$ cat src/rtl/ctrl_time_capture_12.sv
// Switching-event recorder: captures up to 12 (time, value) transitions of x
// against the shared step counter, in the replay scheduler's slot format.
module ctrl_time_capture_12 (
   input  logic        clk,
   input  logic        sta,
   input  logic [11:0] counter,
   input  logic        x,
   input  logic        arm,
   input  logic [11:0] stop_time,
   output logic [11:0] time_1,
   output logic [11:0] time_2,
   output logic [11:0] time_3,
   output logic [11:0] time_4,
   output logic [11:0] time_5,
   output logic [11:0] time_6,
   output logic [11:0] time_7,
   output logic [11:0] time_8,
   output logic [11:0] time_9,
   output logic [11:0] time_10,
   output logic [11:0] time_11,
   output logic [11:0] time_12,
   output logic        value_1,
   output logic        value_2,
   output logic        value_3,
   output logic        value_4,
   output logic        value_5,
   output logic        value_6,
   output logic        value_7,
   output logic        value_8,
   output logic        value_9,
   output logic        value_10,
   output logic        value_11,
   output logic        value_12,
   output logic [3:0]  n_evt,
   output logic        busy,
   output logic        done,
   output logic        ovf
);

   typedef enum logic [1:0] {
      IDLE = 2'd0,
      CAPT = 2'd1,
      DONE = 2'd2
   } state_t;

   state_t      state_q;
   logic [11:0] time_q [12];
   logic [11:0] value_q;
   logic [3:0]  wr_ptr_q;
   logic        x_q;
   logic        busy_q;
   logic        done_q;
   logic        ovf_q;

   logic        trans;
   logic        full;
   logic        at_stop;
   logic [11:0] stamp;

   assign trans   = (x != x_q);
   assign full    = (wr_ptr_q == 4'd12);
   assign at_stop = (counter == stop_time);
   // +1 lines the stamp up with the replay trigger at counter == time-1
   assign stamp   = counter + 12'd1;

   always_ff @(posedge clk or posedge sta) begin
      if (sta) begin
         state_q  <= IDLE;
         for (int i = 0; i < 12; i++) time_q[i] <= 12'h000;
         value_q  <= 12'h000;
         wr_ptr_q <= 4'd0;
         x_q      <= 1'b0;
         busy_q   <= 1'b0;
         done_q   <= 1'b0;
         ovf_q    <= 1'b0;
      end else begin
         x_q <= x;
         case (state_q)
            IDLE, DONE: begin
               if (arm) begin
                  for (int i = 0; i < 12; i++) time_q[i] <= 12'h000;
                  value_q  <= 12'h000;
                  wr_ptr_q <= 4'd0;
                  ovf_q    <= 1'b0;
                  busy_q   <= 1'b1;
                  done_q   <= 1'b0;
                  state_q  <= CAPT;
               end else if (state_q == DONE && trans && full) begin
                  ovf_q <= 1'b1;
               end
            end
            CAPT: begin
               if (trans) begin
                  if (!full) begin
                     time_q[wr_ptr_q]  <= stamp;
                     value_q[wr_ptr_q] <= x;
                     wr_ptr_q          <= wr_ptr_q + 4'd1;
                  end else begin
                     ovf_q <= 1'b1;
                  end
               end
               if (at_stop || full) begin
                  busy_q  <= 1'b0;
                  done_q  <= 1'b1;
                  state_q <= DONE;
               end
            end
            default: begin
               busy_q  <= 1'b0;
               done_q  <= 1'b0;
               state_q <= IDLE;
            end
         endcase
      end
   end

   assign time_1   = time_q[0];
   assign time_2   = time_q[1];
   assign time_3   = time_q[2];
   assign time_4   = time_q[3];
   assign time_5   = time_q[4];
   assign time_6   = time_q[5];
   assign time_7   = time_q[6];
   assign time_8   = time_q[7];
   assign time_9   = time_q[8];
   assign time_10  = time_q[9];
   assign time_11  = time_q[10];
   assign time_12  = time_q[11];
   assign value_1  = value_q[0];
   assign value_2  = value_q[1];
   assign value_3  = value_q[2];
   assign value_4  = value_q[3];
   assign value_5  = value_q[4];
   assign value_6  = value_q[5];
   assign value_7  = value_q[6];
   assign value_8  = value_q[7];
   assign value_9  = value_q[8];
   assign value_10 = value_q[9];
   assign value_11 = value_q[10];
   assign value_12 = value_q[11];
   assign n_evt    = wr_ptr_q;
   assign busy     = busy_q;
   assign done     = done_q;
   assign ovf      = ovf_q;

endmodule

$ cat config.mk
export PLATFORM = sky130hd
export DESIGN_NAME = ctrl_time_capture_12
export DESIGN_NICKNAME = d
export VERILOG_FILES = /design/src/rtl/ctrl_time_capture_12.sv
export SDC_FILE = /design/constraint.sdc
export NUM_CORES = 1
export LEC_CHECK = 0
export BUFFER_PORTS_ARGS = -buffer_cell sky130_fd_sc_hd__buf_2
export CAP_MARGIN = 15
export CORE_MARGIN = 2
export CORE_UTILIZATION = 47
export DETAILED_ROUTE_END_ITERATION = 10
export PLACE_DENSITY_LB_ADDON = 0.08
export SETUP_SLACK_MARGIN = 0.1
export SLEW_MARGIN = 20
export SYNTH_ARGS = -nofsm -noshare
export SYNTH_HDL_FRONTEND = slang
export SYNTH_SLANG_ARGS = --single-unit
$ cat constraint.sdc
create_clock -name clk -period 4.5 [get_ports clk]
set_input_delay 0 -clock clk [delete_from_list [all_inputs] [get_ports clk]]
set_output_delay 0 -clock clk [all_outputs]
set_load 0.005 [all_outputs]
==> reports/results.ini, run 1 <==
[power_and_ir_drop]
ir_drop_mv=0.373
power_density_nw_per_um2=556
leakagePower_uw=0.00425

[final_layout]
syn_to_final_growth_pct=24.2
stdcell_area_sq_um=8520
nets=742
fin_util_pct=59.3
diodes=0
layout-drive-gt1-share_pct=37.0

[yosys]
synthTopCellsByCount=dfrtp_1 (165), o2bb2ai_1 (98), a22o_1 (38)
synthMostInstantiatedCell=dfrtp_1
syn-instance-count=530
async_flop_share_pct=100
ys_seq_area_share_pct=60.2
synth-xor-area-share_pct=2.30
yosys.cell_types.count=47
synth_edf_count=0
postSynthAreaPerCell_sq_um=12.9
synthTopCellsByArea=dfrtp_1 (60%), o2bb2ai_1 (13%), a22o_1 (4.9%)
ys_seq_elements=165
ys_warn_count=0
syn_nets=563
yosys.area.top_type=dfrtp_1
synth-simple-area-share_pct=8.94
synth_top_family_by_area=compound AO/OA/AOI/OAI gates
synth_ff_type=dfrtp_1
synth_fa_ha_area_share_pct=0.913
netlist.area_leader.share_pct=60.2
synthMuxAreaShare_pct=0
synth_compound_area_share_pct=23.9
syn_area_sq_um=6860

[setup_path]
critPathMaxFanout=18
end_kind=flip-flop
cp_cell_sequence=inv_1 -> ha_1 -> and3_1 -> o21ai_4 -> nand4_1 -> o2bb2ai_1
cp-start-kind=flip-flop
cpPeakStageDelay_ns=0.72
critPathKind=flip-flop to flip-flop
critPathSlowestCell=nand4_1
crit_arrival_ns=3.03
required_ns=4.82

[die]
rows=44
ios=191
die_h_microns=125
fp.dieArea_sq_um=15600
initial_core_util_pct=47.7
coreArea_sq_um=14400
die_w_microns=125

[routing]
drtIter0Drc=343
wl_mm=19.6
drc=0
vias=5344
routed_via_density=5.90
ant_nets=0
firstDrtPassIters=5
wl_per_cell_microns=21.6

[timing]
tightest_slew_ns=0.997
setup_viol=0
min_period_ns=2.71
finalClockSkew_ns=0.00731
hold_viol=0
tns_ns=0
relSlewSlack_pct=33.6
whs_ns=0.0538
rsz0062_at_grt=false
max_freq_mhz=369
fin_crit_sh_pct=60.3
finalMaxSlewViolations=0

[grt]
grt_pass1_vias=5501
antenna_found_initial=0
grt_usage_pct=25.5
grt_pass1_wl_mm=30.8
grt_max_degree=81
grt_overflow=0

[clock_network]
htreeDepth=4
clock-root-buffer=clkbuf_16
cts_made_buffers=17
worst_skew_pair.late_latency_ns=0.42
clk_pin_slew_ns=0.06
post_cts_buffers=0
numClockSinks=165
cts_tree=built
clock_path_buffers=2
ctsResizeCount=0

[place]
routabilityCongestion=0.850
portBuffers=190
hpwlAfterDp_mm=13.7
place_area_sq_um=7880

[run]
timing.max_cap.violations=0

[status]
status=finished, final reports clean

[hold_path]
hold_class=input pin to asynchronous set/reset pin

==> flip-flops by register name (all words and copies together), names as in the netlist <==
name     cells
time_12     12
time_8      12
busy         1
time_6      12
time_5      12
time_9      12
time_10     12
done         1
time_7      12
time_11     12
time_2      12
value_q     12
ovf          1
time_3      12
x_q          1
state_q      1
time_1      12
time_4      12
n_evt        4
==> metrics by stage <==
| stage | power (uW) | cells | setup slack (ns) |
|---|---|---|---|
| 2_1_floorplan | 2800 | 530 | 2.40 |
| 3_3_place_gp | 3250 | 871 | 1.94 |
| 3_5_place_dp | 3300 | 871 | 1.86 |
| 4_1_cts | 4740 | 906 | 1.83 |
| 5_1_grt | 4970 | 906 | 1.62 |
| 6_report | 4730 | 906 | 1.79 |
==> report_power, final <==
group	switching (uW)	internal (uW)	total (uW)
Clock	592	853	1450
Combinational	1050	434	1490
Sequential	137	1660	1800
Total	1780	2950	4730
==> what timing repair did <==
| item | 4_1_cts | 5_1_grt |
|---|---|---|
| endpoints found under the hold margin | 13 | 0 |
| endpoints found under the setup margin | 0 | 0 |
| hold buffers | 3 | 0 |
==> metal layers <==
layer  wire, microns  vias up  GRT usage, %
met3            1230       30          7.13
li1                -     2380             -
met1            8650     2757          34.3
met5               0        -             0
met2            9280      177          39.9
met4             455        0          9.05
==> cell type report <==
| class | count | area (sq um) |
|---|---|---|
| timing repair buffer | 202 | 1050 |
| inverter | 7 | 30.0 |
| sequential | 165 | 4130 |
| multi-input combinational | 316 | 2480 |
| clock inverter | 9 | 90.1 |
| clock buffer | 23 | 508 |
| fill | 1201 | 5850 |
| tap | 184 | 230 |
==> final timing paths <==
path,cells after the start,slack [ns],startpoint,endpoint
max in group asynchronous,4,3.22,sta,time_12[11]$_DFFE_PP0P_
hold reg to reg,1,0.48,time_3[9]$_DFFE_PP0P_,time_3[9]$_DFFE_PP0P_
setup reg to reg,6,1.79,n_evt[0]$_DFFE_PP0P_,value_q[11]$_DFFE_PP0P_
min in group clk,5,0.06,stop_time[4],busy$_DFFE_PP0P_
setup / recovery,6,1.79,n_evt[0]$_DFFE_PP0P_,value_q[11]$_DFFE_PP0P_
hold / removal,3,0.05,sta,time_6[8]$_DFFE_PP0P_
==> cells in the final DEF (no fill, tap or decap), types with 5 or more instances in the layout <==
cell,instances
clkbuf_8,6
o2bb2ai_2,10
a22o_1,38
clkinvlp_4,6
inv_1,6
xnor2_1,13
clkbuf_16,17
buf_4,9
o2bb2ai_1,98
nor3_1,7
ha_1,5
a32o_1,10
nor2_1,17
nand4_1,8
buf_2,190
nand3_1,16
nand3b_1,9
dfrtp_1,165
nand2_1,18
or2_2,11
==> critical path, delay by kind of cell, from the launching register on <==
kind | cells | cell delay, ns
compound gates | 2 | 0.82
simple gates | 2 | 0.99
buf+inv | 1 | 0.11
fa+ha+maj | 1 | 0.26
flops | 1 | 0.43
==> cell families (layout without fill, tap and decap cells) <==
group / after synthesis / after routing
adders and majority gates: 5 / 5
and+or+nand+nor: 110 / 110
xor gates and xnor gates: 18 / 18
buffers and inverters: 49 / 241
DFF: 165 / 165
AOI/OAI and AO/OA: 183 / 183
No activity file was read; power rests on OpenSTA's default activity.
==> run 2: changes to the inputs <==
Settings changed: CORE_UTILIZATION 47 to 52.
Clock period 4.5 ns to 2.8 ns, I/O delays scaled along.
==> run 2 against run 1 <==
Net effect:
- critical endpoint is now time_5[4]$_DFFE_PP0P_
- die area decreased by 9.3%
- fmax rose by 9.8%
- register-to-register slack worse by 1.5 ns
- sequential cell count unchanged
- non-clock buffer count is 16 higher
- via count increased by 1.6%
- clock skew increased by 0.0010 ns
- final area rose by 1.5%
- total power rose by 65%
==> reports/results.ini, run 2 (synthesis gave the netlist of run 1 again) <==
[status]
status=finished, final reports clean

[clock_network]
clock-root-buffer=clkbuf_16
htreeDepth=4  ; unchanged
cts_made_buffers=17  ; unchanged
cts_tree=built
numClockSinks=165  ; unchanged
ctsResizeCount=0  ; unchanged
worst_skew_pair.late_latency_ns=0.42  ; about the same
clk_pin_slew_ns=0.07  ; about the same
clock_path_buffers=2  ; unchanged

[timing]
rsz0062_at_grt=false
tightest_slew_ns=1.17  ; +0.170 ns
min_period_ns=2.47  ; -0.242 ns
setup_viol=0  ; unchanged
finalMaxSlewViolations=0  ; unchanged
worst_slack_ns=0.330  ; -1.46 ns
hold_viol=0  ; unchanged
max_freq_mhz=405  ; +9.8%
tns_ns=0  ; unchanged
finalClockSkew_ns=0.00832  ; +0.00102 ns
fin_crit_sh_pct=88.2  ; +28 points
relSlewSlack_pct=22.0  ; -12 points

[place]
place_area_sq_um=8000  ; +1.5%
routabilityCongestion=0.831  ; -2.2%
hpwlAfterDp_mm=13.5  ; -2.0%
post-place-ws_ns=0.342  ; -1.51 ns
portBuffers=190  ; unchanged

[setup_path]
required_ns=3.15  ; -1.67 ns
rrSetupSlack_ns=0.33  ; -1.46 ns
critPathMaxFanout=18  ; unchanged
critPathKind=flip-flop to flip-flop
end_kind=flip-flop
crit_arrival_ns=2.82  ; -0.21 ns
cp-start-kind=flip-flop

[die]
coreArea_sq_um=12700  ; -11%
die_h_microns=119  ; -4.8%
die_w_microns=119  ; -4.8%
ios=191  ; unchanged
fp.dieArea_sq_um=14100  ; -9.3%
rows=41  ; -6.8%
initial_core_util_pct=53.9  ; +6.2 points

[final_layout]
final_common_cell=buf_2
layout_common_cells=buf_2 (190), dfrtp_1 (165), o2bb2ai_1 (98)
fill_cells=994  ; -17%
layout-drive-gt1-share_pct=38.2  ; +1.2 points
diodes=0  ; unchanged
syn_to_final_growth_pct=26.1
nets=758  ; +2.2%
stdcell_area_sq_um=8640  ; +1.5%

[hold_path]
hold_class=input pin to flip-flop

[routing]
wl_per_cell_microns=21.4  ; -1.2%
routed_via_density=5.97  ; +1.2%
wl_mm=19.5  ; -0.74%
ant_nets=0  ; unchanged
vias=5432  ; +1.6%
firstDrtPassIters=5  ; unchanged
drc=0  ; unchanged
drtIter0Drc=337  ; -1.7%

[grt]
grt_overflow=0  ; unchanged
grt_pass1_wl_mm=30.8  ; +0.18%
grt_usage_pct=28.5  ; +3.0 points
grt_pass1_vias=5345  ; -2.8%
grt_max_degree=166  ; +100%
antenna_found_initial=0  ; unchanged

[power_and_ir_drop]
ir_drop_mv=0.546  ; +46%
power_density_nw_per_um2=905  ; +63%
leakagePower_uw=0.00434  ; +2.1%

[run]
timing.max_cap.violations=0  ; unchanged

run 2: cell count changes in the layout (fill, tap and decap cells not counted), sizes merged:
cell / previous run / this run
buf: 199 / 215
bufinv: 1 / 3
clkbuf: 23 / 21
clkinv: 1 / 3
clkinvlp: 6 / 3
inv: 8 / 9
run 2: worst paths after layout:
kind,to,depth (start not counted),start
max in group asynchronous,time_1[3]$_DFFE_PP0P_,4,sta
hold reg to reg,time_9[1]$_DFFE_PP0P_,1,time_9[1]$_DFFE_PP0P_
hold / removal,busy$_DFFE_PP0P_,5,stop_time[6]
min in group asynchronous,time_2[7]$_DFFE_PP0P_,4,sta
setup reg to reg,time_5[4]$_DFFE_PP0P_,4,done$_DFFE_PP0P_
setup / recovery,time_5[4]$_DFFE_PP0P_,4,done$_DFFE_PP0P_
run 2: cell type report:
cell class,instances,area (sq um),area share (%)
sequential,165,4130,47.8
multi-input combinational,316,2480,28.7
timing repair buffer,218,1180,13.7
clock buffer,21,460,5.33
tap,172,215,2.49
clock inverter,11,146,1.69
inverter,7,30.0,0.347
run 2: repair_timing:
| action | 4_1_cts | 5_1_grt |
|---|---|---|
| buffers inserted | 0 | 0 |
| hold buffers | 3 | 0 |
| endpoints found under the hold margin | 168 | 0 |
run 2: per-layer routing:
| metal | up-vias | global-route usage, % | part of all wire, % |
|---|---|---|---|
| li1 | 2415 | - | - |
| met1 | 2760 | 39.4 | 43 |
| met2 | 226 | 43.9 | 47 |
| met3 | 31 | 7.38 | 7.0 |
| met4 | 0 | 9.82 | 2.2 |
| met5 | - | 0 | 0 |
run 2: power breakdown:
part | internal (uW) | switching (uW)
Combinational | 834 | 1710
Sequential | 2660 | 210
Clock | 1450 | 952
Total | 4940 | 2870
run 2: worst max-delay path: stages, from the launching register on:
cell and delay, ns:
dfrtp_1 0.44, and2b_1 0.59, a21oi_2 0.25, nor3_2 0.84
a22o_1 0.26
run 2: metrics by stage:
| stage | hold WS (ns) | power (uW) | utilization [%] | std cells |
|---|---|---|---|---|
| finish | 0.0429 | 7820 | 67.9 | 910 |
| global route | 0.0982 | 8220 | 67.9 | 910 |
| CTS | 0.0418 | 7800 | 67.9 | 910 |
| detailed placement | 0.175 | 5410 | 62.9 | 875 |
| global placement | 0.171 | 5350 | 62.9 | 875 |
| floorplan | 0.0314 | 4500 | - | 530 |
